`config.mk`:
```
export PLATFORM = sky130hd
export DESIGN_NAME = qr_givens_scheduler
export DESIGN_NICKNAME = d
export VERILOG_FILES = /design/src/rtl/qr_pkg.sv /design/src/rtl/qr_index_gen.sv /design/src/rtl/qr_givens_scheduler.sv
export SDC_FILE = /design/constraint.sdc
export NUM_CORES = 1
export LEC_CHECK = 0
export BUFFER_PORTS_ARGS = -buffer_cell sky130_fd_sc_hd__buf_4
export CAP_MARGIN = 20
export CORE_ASPECT_RATIO = 1.25
export CORE_UTILIZATION = 30
export DETAILED_ROUTE_END_ITERATION = 7
export PLACE_DENSITY = 0.58
export SLEW_MARGIN = 30
export SYNTH_ARGS = -nofsm -noshare
export SYNTH_HDL_FRONTEND = slang
export SYNTH_HIERARCHICAL = 1
export SYNTH_SLANG_ARGS = --single-unit
```
`constraint.sdc`:
```
create_clock -name clk -period 2.2 [get_ports clk]
set_input_delay 0.44 -clock clk [delete_from_list [all_inputs] [get_ports clk]]
set_output_delay 0.44 -clock clk [all_outputs]
set_load 0.005 [all_outputs]
```
`src/rtl/qr_pkg.sv`:
```
// Shared types and constants for the Givens-rotation QR scheduler.
package qr_pkg;

  typedef enum logic [2:0] {
    IDLE,
    ISSUE,
    WAIT,
    WRITE,
    DONE
  } state_t;

  localparam logic MODE_VEC = 1'b0;
  localparam logic MODE_ROT = 1'b1;

  localparam int DW_DEF = 16;

endpackage

```
`src/rtl/qr_index_gen.sv`:
```
// Loop counters for the Givens schedule.
// Column-major pivots j, row pairs from the bottom up, vector at k=j then rotate k=j+1..COLS-1.
module qr_index_gen
  import qr_pkg::*;
#(
  parameter int ROWS = 4,
  parameter int COLS = 4,
  parameter int RW   = (ROWS > 1) ? $clog2(ROWS) : 1,
  parameter int CW   = (COLS > 1) ? $clog2(COLS) : 1
) (
  input  logic          clk,
  input  logic          rst_n,
  input  logic          init,
  input  logic          advance,
  output logic [RW-1:0] row_a,
  output logic [RW-1:0] row_b,
  output logic [CW-1:0] col,
  output logic          is_vec,
  output logic          first_op,
  output logic          last_op
);

  // number of pivot columns that need zeroing below the diagonal
  localparam int JN = ((ROWS - 1) < COLS) ? (ROWS - 1) : COLS;

  logic [CW-1:0] j;

  assign is_vec   = (col == j);
  assign first_op = (j == '0) && (row_b == RW'(ROWS - 1)) && (col == '0);
  assign last_op  = (int'(j) == JN - 1) && (int'(row_a) == int'(j)) &&
                    (int'(col) == COLS - 1);

  // step through the schedule; hold at the final op instead of wrapping
  always_ff @(posedge clk or negedge rst_n) begin
    if (!rst_n) begin
      j     <= '0;
      row_a <= '0;
      row_b <= '0;
      col   <= '0;
    end else if (init) begin
      j     <= '0;
      row_a <= RW'(ROWS - 2);
      row_b <= RW'(ROWS - 1);
      col   <= '0;
    end else if (advance && !last_op) begin
      if (int'(col) < COLS - 1) begin
        col <= col + CW'(1);
      end else if (int'(row_a) > int'(j)) begin
        row_a <= row_a - RW'(1);
        row_b <= row_b - RW'(1);
        col   <= j;
      end else begin
        j     <= j + CW'(1);
        row_a <= RW'(ROWS - 2);
        row_b <= RW'(ROWS - 1);
        col   <= j + CW'(1);
      end
    end
  end

endmodule

```
`src/rtl/qr_givens_scheduler.sv`:
```
// Givens QR sequencer: drives one shared CORDIC through vector/rotate ops
// and writes results back into the external two-row register file.
module qr_givens_scheduler
  import qr_pkg::*;
#(
  parameter int ROWS = 4,
  parameter int COLS = 4,
  parameter int DW   = DW_DEF,
  parameter int RW   = (ROWS > 1) ? $clog2(ROWS) : 1,
  parameter int CW   = (COLS > 1) ? $clog2(COLS) : 1
) (
  input  logic                 clk,
  input  logic                 rst_n,
  input  logic                 start,
  input  logic                 abort,
  output logic                 busy,
  output logic                 done,
  output logic [RW-1:0]        rd_row_a,
  output logic [RW-1:0]        rd_row_b,
  output logic [CW-1:0]        rd_col,
  input  logic signed [DW-1:0] rd_a_data,
  input  logic signed [DW-1:0] rd_b_data,
  output logic                 wr_en,
  output logic signed [DW-1:0] wr_a_data,
  output logic signed [DW-1:0] wr_b_data,
  output logic                 cor_req_valid,
  input  logic                 cor_req_ready,
  output logic                 cor_mode,
  output logic signed [DW-1:0] cor_x,
  output logic signed [DW-1:0] cor_y,
  output logic signed [DW-1:0] cor_z,
  input  logic                 cor_rsp_valid,
  input  logic signed [DW-1:0] cor_x_out,
  input  logic signed [DW-1:0] cor_y_out,
  input  logic signed [DW-1:0] cor_z_out
);

  state_t              state;
  logic                first_q;
  logic signed [DW-1:0] x_q;
  logic signed [DW-1:0] y_q;
  logic signed [DW-1:0] angle_q;
  logic                is_vec;
  logic                first_op;
  logic                last_op;
  logic                idx_init;
  logic                idx_adv;

  assign idx_init = (state == IDLE) && start && !abort;
  assign idx_adv  = (state == WRITE) && !abort;

  qr_index_gen #(
    .ROWS(ROWS),
    .COLS(COLS),
    .RW  (RW),
    .CW  (CW)
  ) u_idx (
    .clk     (clk),
    .rst_n   (rst_n),
    .init    (idx_init),
    .advance (idx_adv),
    .row_a   (rd_row_a),
    .row_b   (rd_row_b),
    .col     (rd_col),
    .is_vec  (is_vec),
    .first_op(first_op),
    .last_op (last_op)
  );

  // Indices move on the same edge as entering ISSUE, so the first ISSUE cycle
  // forwards the live read data and the held copy covers any backpressure.
  assign cor_x    = first_q ? rd_a_data : x_q;
  assign cor_y    = first_q ? rd_b_data : y_q;
  assign cor_mode = is_vec ? MODE_VEC : MODE_ROT;
  assign cor_z    = (cor_mode == MODE_ROT) ? angle_q : '0;

  // control FSM with registered strobes, operand hold and angle capture
  always_ff @(posedge clk or negedge rst_n) begin
    if (!rst_n) begin
      state         <= IDLE;
      busy          <= 1'b0;
      done          <= 1'b0;
      wr_en         <= 1'b0;
      cor_req_valid <= 1'b0;
      first_q       <= 1'b0;
      x_q           <= '0;
      y_q           <= '0;
      angle_q       <= '0;
      wr_a_data     <= '0;
      wr_b_data     <= '0;
    end else begin
      first_q <= 1'b0;
      wr_en   <= 1'b0;
      done    <= 1'b0;
      if (abort) begin
        state         <= IDLE;
        busy          <= 1'b0;
        cor_req_valid <= 1'b0;
      end else begin
        case (state)
          IDLE: begin
            if (start) begin
              state         <= ISSUE;
              busy          <= 1'b1;
              cor_req_valid <= 1'b1;
              first_q       <= 1'b1;
            end
          end
          ISSUE: begin
            if (first_q) begin
              x_q <= rd_a_data;
              y_q <= rd_b_data;
              // a fresh decomposition never inherits an angle from a previous run
              if (first_op) angle_q <= '0;
            end
            if (cor_req_ready) begin
              cor_req_valid <= 1'b0;
              state         <= WAIT;
            end
          end
          WAIT: begin
            if (cor_rsp_valid) begin
              state     <= WRITE;
              wr_en     <= 1'b1;
              wr_a_data <= cor_x_out;
              // the zeroed element is forced exactly, CORDIC residue is dropped
              wr_b_data <= is_vec ? '0 : cor_y_out;
              if (is_vec) angle_q <= cor_z_out;
            end
          end
          WRITE: begin
            if (last_op) begin
              state <= DONE;
              done  <= 1'b1;
              busy  <= 1'b0;
            end else begin
              state         <= ISSUE;
              cor_req_valid <= 1'b1;
              first_q       <= 1'b1;
            end
          end
          DONE: begin
            state <= IDLE;
          end
          default: begin
            state <= IDLE;
          end
        endcase
      end
    end
  end

endmodule
```
---- After elaboration in Yosys (flattened, before gate mapping) ----
Index checks and enable logic that the tools add are counted.
word-level totals
  register bits after elaboration ......... 96
  input bits .............................. 86
  output and inout bits ................... 91
  word-level logic and storage cells ...... 113
operators by class
  equal/unequal tests ..................... 18
  magnitude comparators ................... 2
  bitwise gates (word level) .............. 1
  $add $sub $neg .......................... 4
  multiplexer cells ....................... 49
  reductions and logical operators ........ 24
operators with widths
  operator             number
  $mux 16              8
  $pmux 16 s2          1
  $mux 2               15
  $mux 1               16
  $mux 3               5
  $ne 3x3->1 const B   4
  $pmux 3 s4           1
  $ne 2x2->1 const B   5
  $reduce_and 3->1     3
  $logic_and 1x1->1    8
  $eq 3x2->1 const B   2
  $reduce_and 6->1     1
  $add 2x1->2 const B  2
  $eq 2x2->1           2
  $eq 2x2->1 const B   2
  $logic_not 2->1      2
  $pmux 1 s2           2
  $reduce_and 2->1     2
  $reduce_and 4->1     1
  $reduce_bool 2->1    2
  $reduce_bool 4->1    1
  $sub 2x1->2 const B  2
  $eq 3x1->1 const B   1
  $logic_not 3->1      1
  8 further kinds      9

---- Depth between registers and ports, before layout ----
Gate-level depths: netlist (run 1).
  depth after elaboration ................. 7
  mapped depth ............................ 7
  depth with buffers taken out ............ 6

---- Hierarchy ----
The synthesis (run 1) kept the hierarchy.
modules (own cells, without submodules)
  module               instances  cells each  area an instance (um^2)
  qr_givens_scheduler  1          287         4171.5
  qr_index_gen         1          62          588.1

---- Worst setup path after synthesis (run 1) ----
Ideal clock, no wire load.
  path kind ............................... register to output
  from .................................... register u_idx.col[1]
  to ...................................... output port cor_z[10]
  buffers on the path ..................... 2
  data required time ...................... 1760 ps
  stages on the path, launching flop included .. 6
  data arrival time ....................... 1532 ps
  setup slack ............................. 228 ps
  cells stage by stage .................... dfrtp_1 xor2_1 nor2_1 clkbuf_1 clkbuf_1 nor2b_1
between the ends
  word-level cells in the longest chain between the ends .. 2
ends and longest elaborated chain
  what                    RTL line                   source
  start, declared         qr_index_gen.sv:17         output logic [CW-1:0] col,
  start signal, assigned  qr_index_gen.sv:47         col <= col + CW'(1);
  start signal, assigned  qr_index_gen.sv:51         col <= j;
  start signal, assigned  qr_index_gen.sv:56         col <= j + CW'(1);
  $eq 2x2->1              qr_index_gen.sv:28         assign is_vec = (col == j);
  named net is_vec        qr_givens_scheduler.sv:43  logic is_vec;
  $mux 16                 qr_givens_scheduler.sv:75  assign cor_z = (cor_mode == MODE_ROT) ? angle_q : '0;
  end, declared           qr_givens_scheduler.sv:31  output logic signed [DW-1:0] cor_z,
The timed path passes the listed nets, and every way through them passes these cells.

---- Final worst setup path (run 1) ----
  from .................................... register u_idx.col[0]
  to ...................................... output port cor_z[5]
Same word-level chain as after synthesis.

==> results of run 1 <==
-- state kept, by name, summed over array words and instances, names as in the netlist --
name and flops:
angle_q 16, busy 1, cor_req_valid 1, done 1, first_q 1, state 3, u_idx/col 2, u_idx/j 2
u_idx/row_a 2, u_idx/row_b 2, wr_a_data 16, wr_b_data 16, wr_en 1, x_q 16, y_q 16
-- layout make-up --
type	instances	share of cell area, %
Sequential cell	96	36.2
Inverter	11	0.622
Timing Repair Buffer	188	22.0
Clock inverter	4	0.791
Clock buffer	12	3.86
Tap cell	212	3.99
Multi-Input combinational cell	221	32.5
-- power by group through the flow --
stage	registers (mW)	clock network, mW	logic [mW]
floorplan	2.46	0	1.01
global placement	2.49	0	1.88
detailed placement	2.52	0	1.91
CTS	2.49	1.68	1.92
global route	2.55	1.78	2.04
finish	2.49	1.62	1.88
-- layout by cell type (no fill, tap or decap), types with 2 or more instances in the layout --
| master | n |
|---|---|
| a31oi_1 | 4 |
| nor3_2 | 2 |
| nand3_1 | 6 |
| clkinvlp_4 | 3 |
| and3_1 | 4 |
| ha_1 | 7 |
| dfrtp_1 | 96 |
| buf_4 | 183 |
| and2_1 | 3 |
| inv_1 | 11 |
| nand2_1 | 4 |
| o21ai_0 | 4 |
| and4b_1 | 2 |
| nor3b_1 | 2 |
| o21ai_2 | 2 |
| nor3_1 | 4 |
| mux2_4 | 36 |
| clkbuf_16 | 9 |
| mux2_2 | 61 |
| xor2_1 | 2 |
| a22o_1 | 16 |
| nor2b_1 | 32 |
| a21oi_1 | 4 |
| clkbuf_8 | 2 |
| buf_12 | 4 |
| nor2_1 | 3 |
-- metal layers --
layer | track usage, % | wire [um] | vias up
met2 | 23.4 | 5730 | 101
met1 | 17.2 | 4700 | 1661
met3 | 3.78 | 660 | 13
met4 | 5.19 | 189 | 0
li1 | - | - | 1596
met5 | 0 | 0 | -
-- final timing paths --
check | slack, ps | end | depth (start not counted)
setup / recovery | 170 | cor_z[5] | 5
hold / removal | 320 | angle_q[13]$_DFFE_PN0P_ | 2
setup reg to reg | 200 | cor_req_valid$_DFFE_PN0P_ | 6
hold reg to reg | 490 | angle_q[4]$_DFFE_PN0P_ | 1
max in group asynchronous | 1000 | angle_q[4]$_DFFE_PN0P_ | 3
min in group asynchronous | 480 | y_q[8]$_DFFE_PN0P_ | 2
-- stage by stage --
stage,hold WS [ps],setup slack (ps),power (mW),cells
CTS,307,135,6.09,744
finish,324,170,5.99,744
floorplan,144,228,3.47,349
detailed placement,295,239,4.43,727
global route,306,82.1,6.37,744
global placement,297,262,4.38,727
-- logic make-up after synthesis --
logic type | Yosys count | synth area share (%)
AO/OA/AOI/OAI | 38 | 6.18
XOR/XNOR | 3 | 0.552
adder cells (fa/ha/maj) | 7 | 1.84
buffers and inverters | 32 | 4.23
flip-flops | 96 | 50.5
multiplexers | 99 | 26.5
AND/OR/NAND/NOR | 74 | 10.2
==> impl_metrics.json, run 1 <==
{
  "synthArstFlopShare_pct": 100,
  "p_sw_share_pct": 25.7,
  "design.core.area_um2": 15600,
  "drc_errors": 0,
  "pin_count": 177,
  "gp_congestion": 0.896,
  "ff_latch_area_um2": 2400,
  "cp_max_fo": 19,
  "holdBufCountCts": 1,
  "synth_commonest_cells": "96 x dfrtp_1, 61 x mux2_2, 36 x mux2_4",
  "worstMarginPinSlew_ps": 474,
  "crit_start": "u_idx/col[0]$_DFFE_PN0P_",
  "dieArea_um2": 16400,
  "powerDensity_nw_per_um2": 903,
  "grt_overflow": 0,
  "start_kind": "flip-flop",
  "dp_hpwl_um": 8160,
  "clk_pin_slew_ps": 70,
  "critPathTopFamily": "flip-flops",
  "yosysMostFrequentCell": "dfrtp_1",
  "synth_edf_count": 0,
  "grt_pass1_wl_um": 17700,
  "dieHeight_um": 143,
  "cp_common_cell": "buf_4",
  "die_w_um": 115,
  "layout_min_cycle_time_ps": 2030,
  "io_buffers": 176,
  "ys_top_cells_by_area": "dfrtp_1 50%, mux2_2 14%, mux2_4 11%",
  "via_per_inst": 4.53,
  "yosysWarningCount": 6,
  "slowest_delay_ps": 450,
  "final_nets": 620,
  "numCtsBuffers": 9,
  "drt-initial-drc-count": 184,
  "cts_max_level": 3,
  "finalSetupViolCount": 0,
  "place_area_um2": 6320,
  "ctsResizeCount": 0,
  "clkPwrFrac_pct": 27.1,
  "multiInputGateArea_um2": 2160,
  "crit_path_end_kind": "output pin",
  "synthCells": 349,
  "syn_nets": 442,
  "wl_per_cell_um": 15.2,
  "clk_latency_ps": 340,
  "arrival_ps": 1590,
  "avgSynthCellArea_um2": 13.6,
  "yosysTopAreaCellShare_pct": 50.5,
  "fin_util_pct": 42.7,
  "final.setup_skew_ps": 5.58,
  "internal_power_mw": 4.45,
  "cts_tree": "yes",
  "ys_types": 46,
  "final-hold-violation-count": 0,
  "path_cells": "xor2_1 -> nor2_2 -> buf_4 -> nor2b_1 -> buf_4",
  "clock_path_buffers": 2,
  "slew_headroom_pct": 68.4,
  "n_antenna_cell": 0,
  "ys.flop_type": "dfrtp_1",
  "seqPwrFrac_pct": 41.5,
  "ys_seq_area_share_pct": 50.5,
  "synth_top_cell_by_area": "dfrtp_1",
  "grt_pass1_vias": 3388,
  "fin_setup_tns_ps": 0,
  "num_vias": 3371,
  "antenna_found_initial": 0,
  "path_buf_inv": 2,
  "postSynthRegisterBits": 96,
  "maxCapViolations": 0,
  "final_area_um2": 6640,
  "start_util_pct": 30.6,
  "critPathRequiredTime_ps": 1760,
  "wl_um": 11300,
  "syn_to_final_growth_pct": 39.5,
  "slowest_stage": "dfrtp_1",
  "rsz0062_at_grt": "false",
  "netlist_area_um2": 4760,
  "drt_pass1_iterations": 4,
  "regToRegStartpoint": "u_idx/j[1]$_DFFE_PN0P_",
  "switching_power_mw": 1.54,
  "fillCellCount": 1525,
  "clock.fmax_ghz": 0.493,
  "path_class": "reg -> out",
  "hold_path_startpoint": "cor_z_out[13]",
  "post-cts-setup-buffers": 0,
  "clock-root-buffer": "clkbuf_16",
  "min_path_type": "in -> reg",
  "power_leakage_nw": 3.29,
  "rows": 51,
  "ant_nets": 0,
  "grt_max_degree": 51,
  "peakVddDrop_mv": 0.270,
  "status": "completed",
  "period_share_pct": 92.3,
  "final_layout_size_suffix_gt1_share_pct": 59.0,
  "grt_use_total_pct": 14.0,
  "power_frac_comb_pct": 31.4,
  "maxSlewViolCount": 0,
  "cts.sinks": 96
}
(Power assumes the default switching activity.)
==> inputs of run 2 (changes only) <==
- BUFFER_PORTS_ARGS: -buffer_cell sky130_fd_sc_hd__buf_4 -> -buffer_cell sky130_fd_sc_hd__buf_2
- PLACE_DENSITY: 0.58 -> 0.57
==> run 2 against run 1 <==
Effect of this change:
- clock power decreased by 6%
- first-iteration DRC count decreased by 36%
- final cell count decreased by 0.54%
==> impl_metrics.json, run 2 (same netlist as run 1, synthesis figures left out) <==
{
  "design.core.area_um2": 15600,
  "num_vias": 3388,
  "multiInputGateArea_um2": 2160,
  "clock.fmax_ghz": 0.495,
  "critPathTopFamily": "flip-flops",
  "worstMarginPinSlew_ps": 594,
  "final.setup_skew_ps": 5.48,
  "fin_util_pct": 39.5,
  "cts_tree": "yes",
  "regToRegStartpoint": "u_idx/j[1]$_DFFE_PN0P_",
  "period_share_pct": 91.9,
  "path_buf_inv": 2,
  "slowest_delay_ps": 440,
  "fin_setup_tns_ps": 0,
  "final_common_cell": "buf_2",
  "numCtsBuffers": 9,
  "critPathRequiredTime_ps": 1760,
  "gp_congestion": 0.840,
  "status": "completed",
  "rows": 51,
  "holdBufCountCts": 0,
  "layout_common_cells": "175 x buf_2, 96 x dfrtp_1, 61 x mux2_2, 36 x mux2_4, 32 x nor2b_1",
  "path_class": "reg -> out",
  "powerDensity_nw_per_um2": 914,
  "grt_max_degree": 97,
  "die_w_um": 115,
  "finalSetupViolCount": 0,
  "dieHeight_um": 143,
  "slowest_stage": "dfrtp_1",
  "rsz0062_at_grt": "false",
  "n_antenna_cell": 0,
  "gr-usage-met1_pct": 15.5,
  "wl_um": 10900,
  "peakVddDrop_mv": 0.351,
  "crit_path_end_kind": "output pin",
  "grt_pass1_vias": 3578,
  "ant_nets": 0,
  "power_leakage_nw": 3.17,
  "grt_pass1_wl_um": 17400,
  "drt_pass1_iterations": 4,
  "clk_pin_slew_ps": 70,
  "antenna_found_initial": 0,
  "arrival_ps": 1580,
  "syn_to_final_growth_pct": 29.1,
  "final-hold-violation-count": 0,
  "drt-initial-drc-count": 118,
  "final_layout_size_suffix_gt1_share_pct": 59.1,
  "final_nets": 617,
  "ff_latch_area_um2": 2400,
  "clk_latency_ps": 340,
  "drc_errors": 0,
  "grt_use_total_pct": 13.7,
  "via_per_inst": 4.58,
  "grtUsageMet2_pct": 23.7,
  "met3_usage_pct": 3.01,
  "layout_min_cycle_time_ps": 2020,
  "slew_headroom_pct": 60.4,
  "clock-root-buffer": "clkbuf_16",
  "post-cts-setup-buffers": 0,
  "start_util_pct": 30.6,
  "crit_start": "u_idx/col[1]$_DFFE_PN0P_",
  "path_cells": "xor2_1 -> nor2_2 -> buf_4 -> nor2b_1 -> buf_2",
  "dieArea_um2": 16400,
  "grt_overflow": 0,
  "cp_max_fo": 18,
  "pin_count": 177,
  "start_kind": "flip-flop",
  "ctsResizeCount": 0,
  "maxSlewViolCount": 0,
  "min_path_type": "in -> async",
  "dp_hpwl_um": 7880,
  "maxCapViolations": 0,
  "fillCellCount": 1533,
  "io_buffers": 176,
  "clock_path_buffers": 2,
  "cts_max_level": 3,
  "wl_per_cell_um": 14.7,
  "top_usage_layer": "met2",
  "cts.sinks": 96
}
==> run 2: changes by cell type in the layout (fill, tap and decap cells not counted), moves of 2 or more <==
cell	previous run	this run
clkbuf_8	2	0
clkinv_2	0	3
buf_4	183	7
buf_2	0	175
clkinvlp_4	3	1
==> run 2: final cells by class <==
class	instances	share of cell area (%)
well taps	212	4.32
inverters	11	0.672
flip-flops and latches	96	39.1
clock buffers	9	3.67
clock inverters	6	0.998
repair buffers	185	16.1
multi-input cells	221	35.2
==> run 2: worst paths after layout <==
| check | slack [ps] | cells after the start | end |
|---|---|---|---|
| min | 110 | 2 | y_q[14]$_DFFE_PN0P_ |
| max reg2reg | 180 | 6 | cor_req_valid$_DFFE_PN0P_ |
| max | 180 | 5 | cor_z[4] |
| min reg2reg | 490 | 1 | y_q[8]$_DFFE_PN0P_ |
| min in group clk | 320 | 2 | angle_q[12]$_DFFE_PN0P_ |
| max in group asynchronous | 1630 | 2 | wr_b_data[14]$_DFFE_PN0P_ |
==> run 2: report_power, final <==
| group | total (mW) | leakage [nW] | internal, mW | switching (mW) |
|---|---|---|---|---|
| combinational | 1.61 | 1.78 | 1.02 | 0.582 |
| clock | 1.53 | 0.141 | 0.870 | 0.657 |
| sequential | 2.48 | 1.24 | 2.24 | 0.241 |
==> run 2: metal layers <==
layer	wire length, um	part of all wire, %	vias to the layer above
li1	-	-	1581
met1	4450	41	1681
met2	5530	51	100
met3	534	4.9	26
met4	370	3.4	0
met5	0	0	-
==> run 2: metrics by stage <==
stage	power, mW	setup slack (ps)	instances	area [um2]	hold slack, ps
2_1_floorplan	3.47	228	349	4760	144
3_3_place_gp	4.11	270	725	5860	463
3_5_place_dp	4.15	211	725	5860	474
4_1_cts	5.73	126	740	6140	164
5_1_grt	6.01	79.8	740	6140	186
6_report	5.61	179	740	6140	115
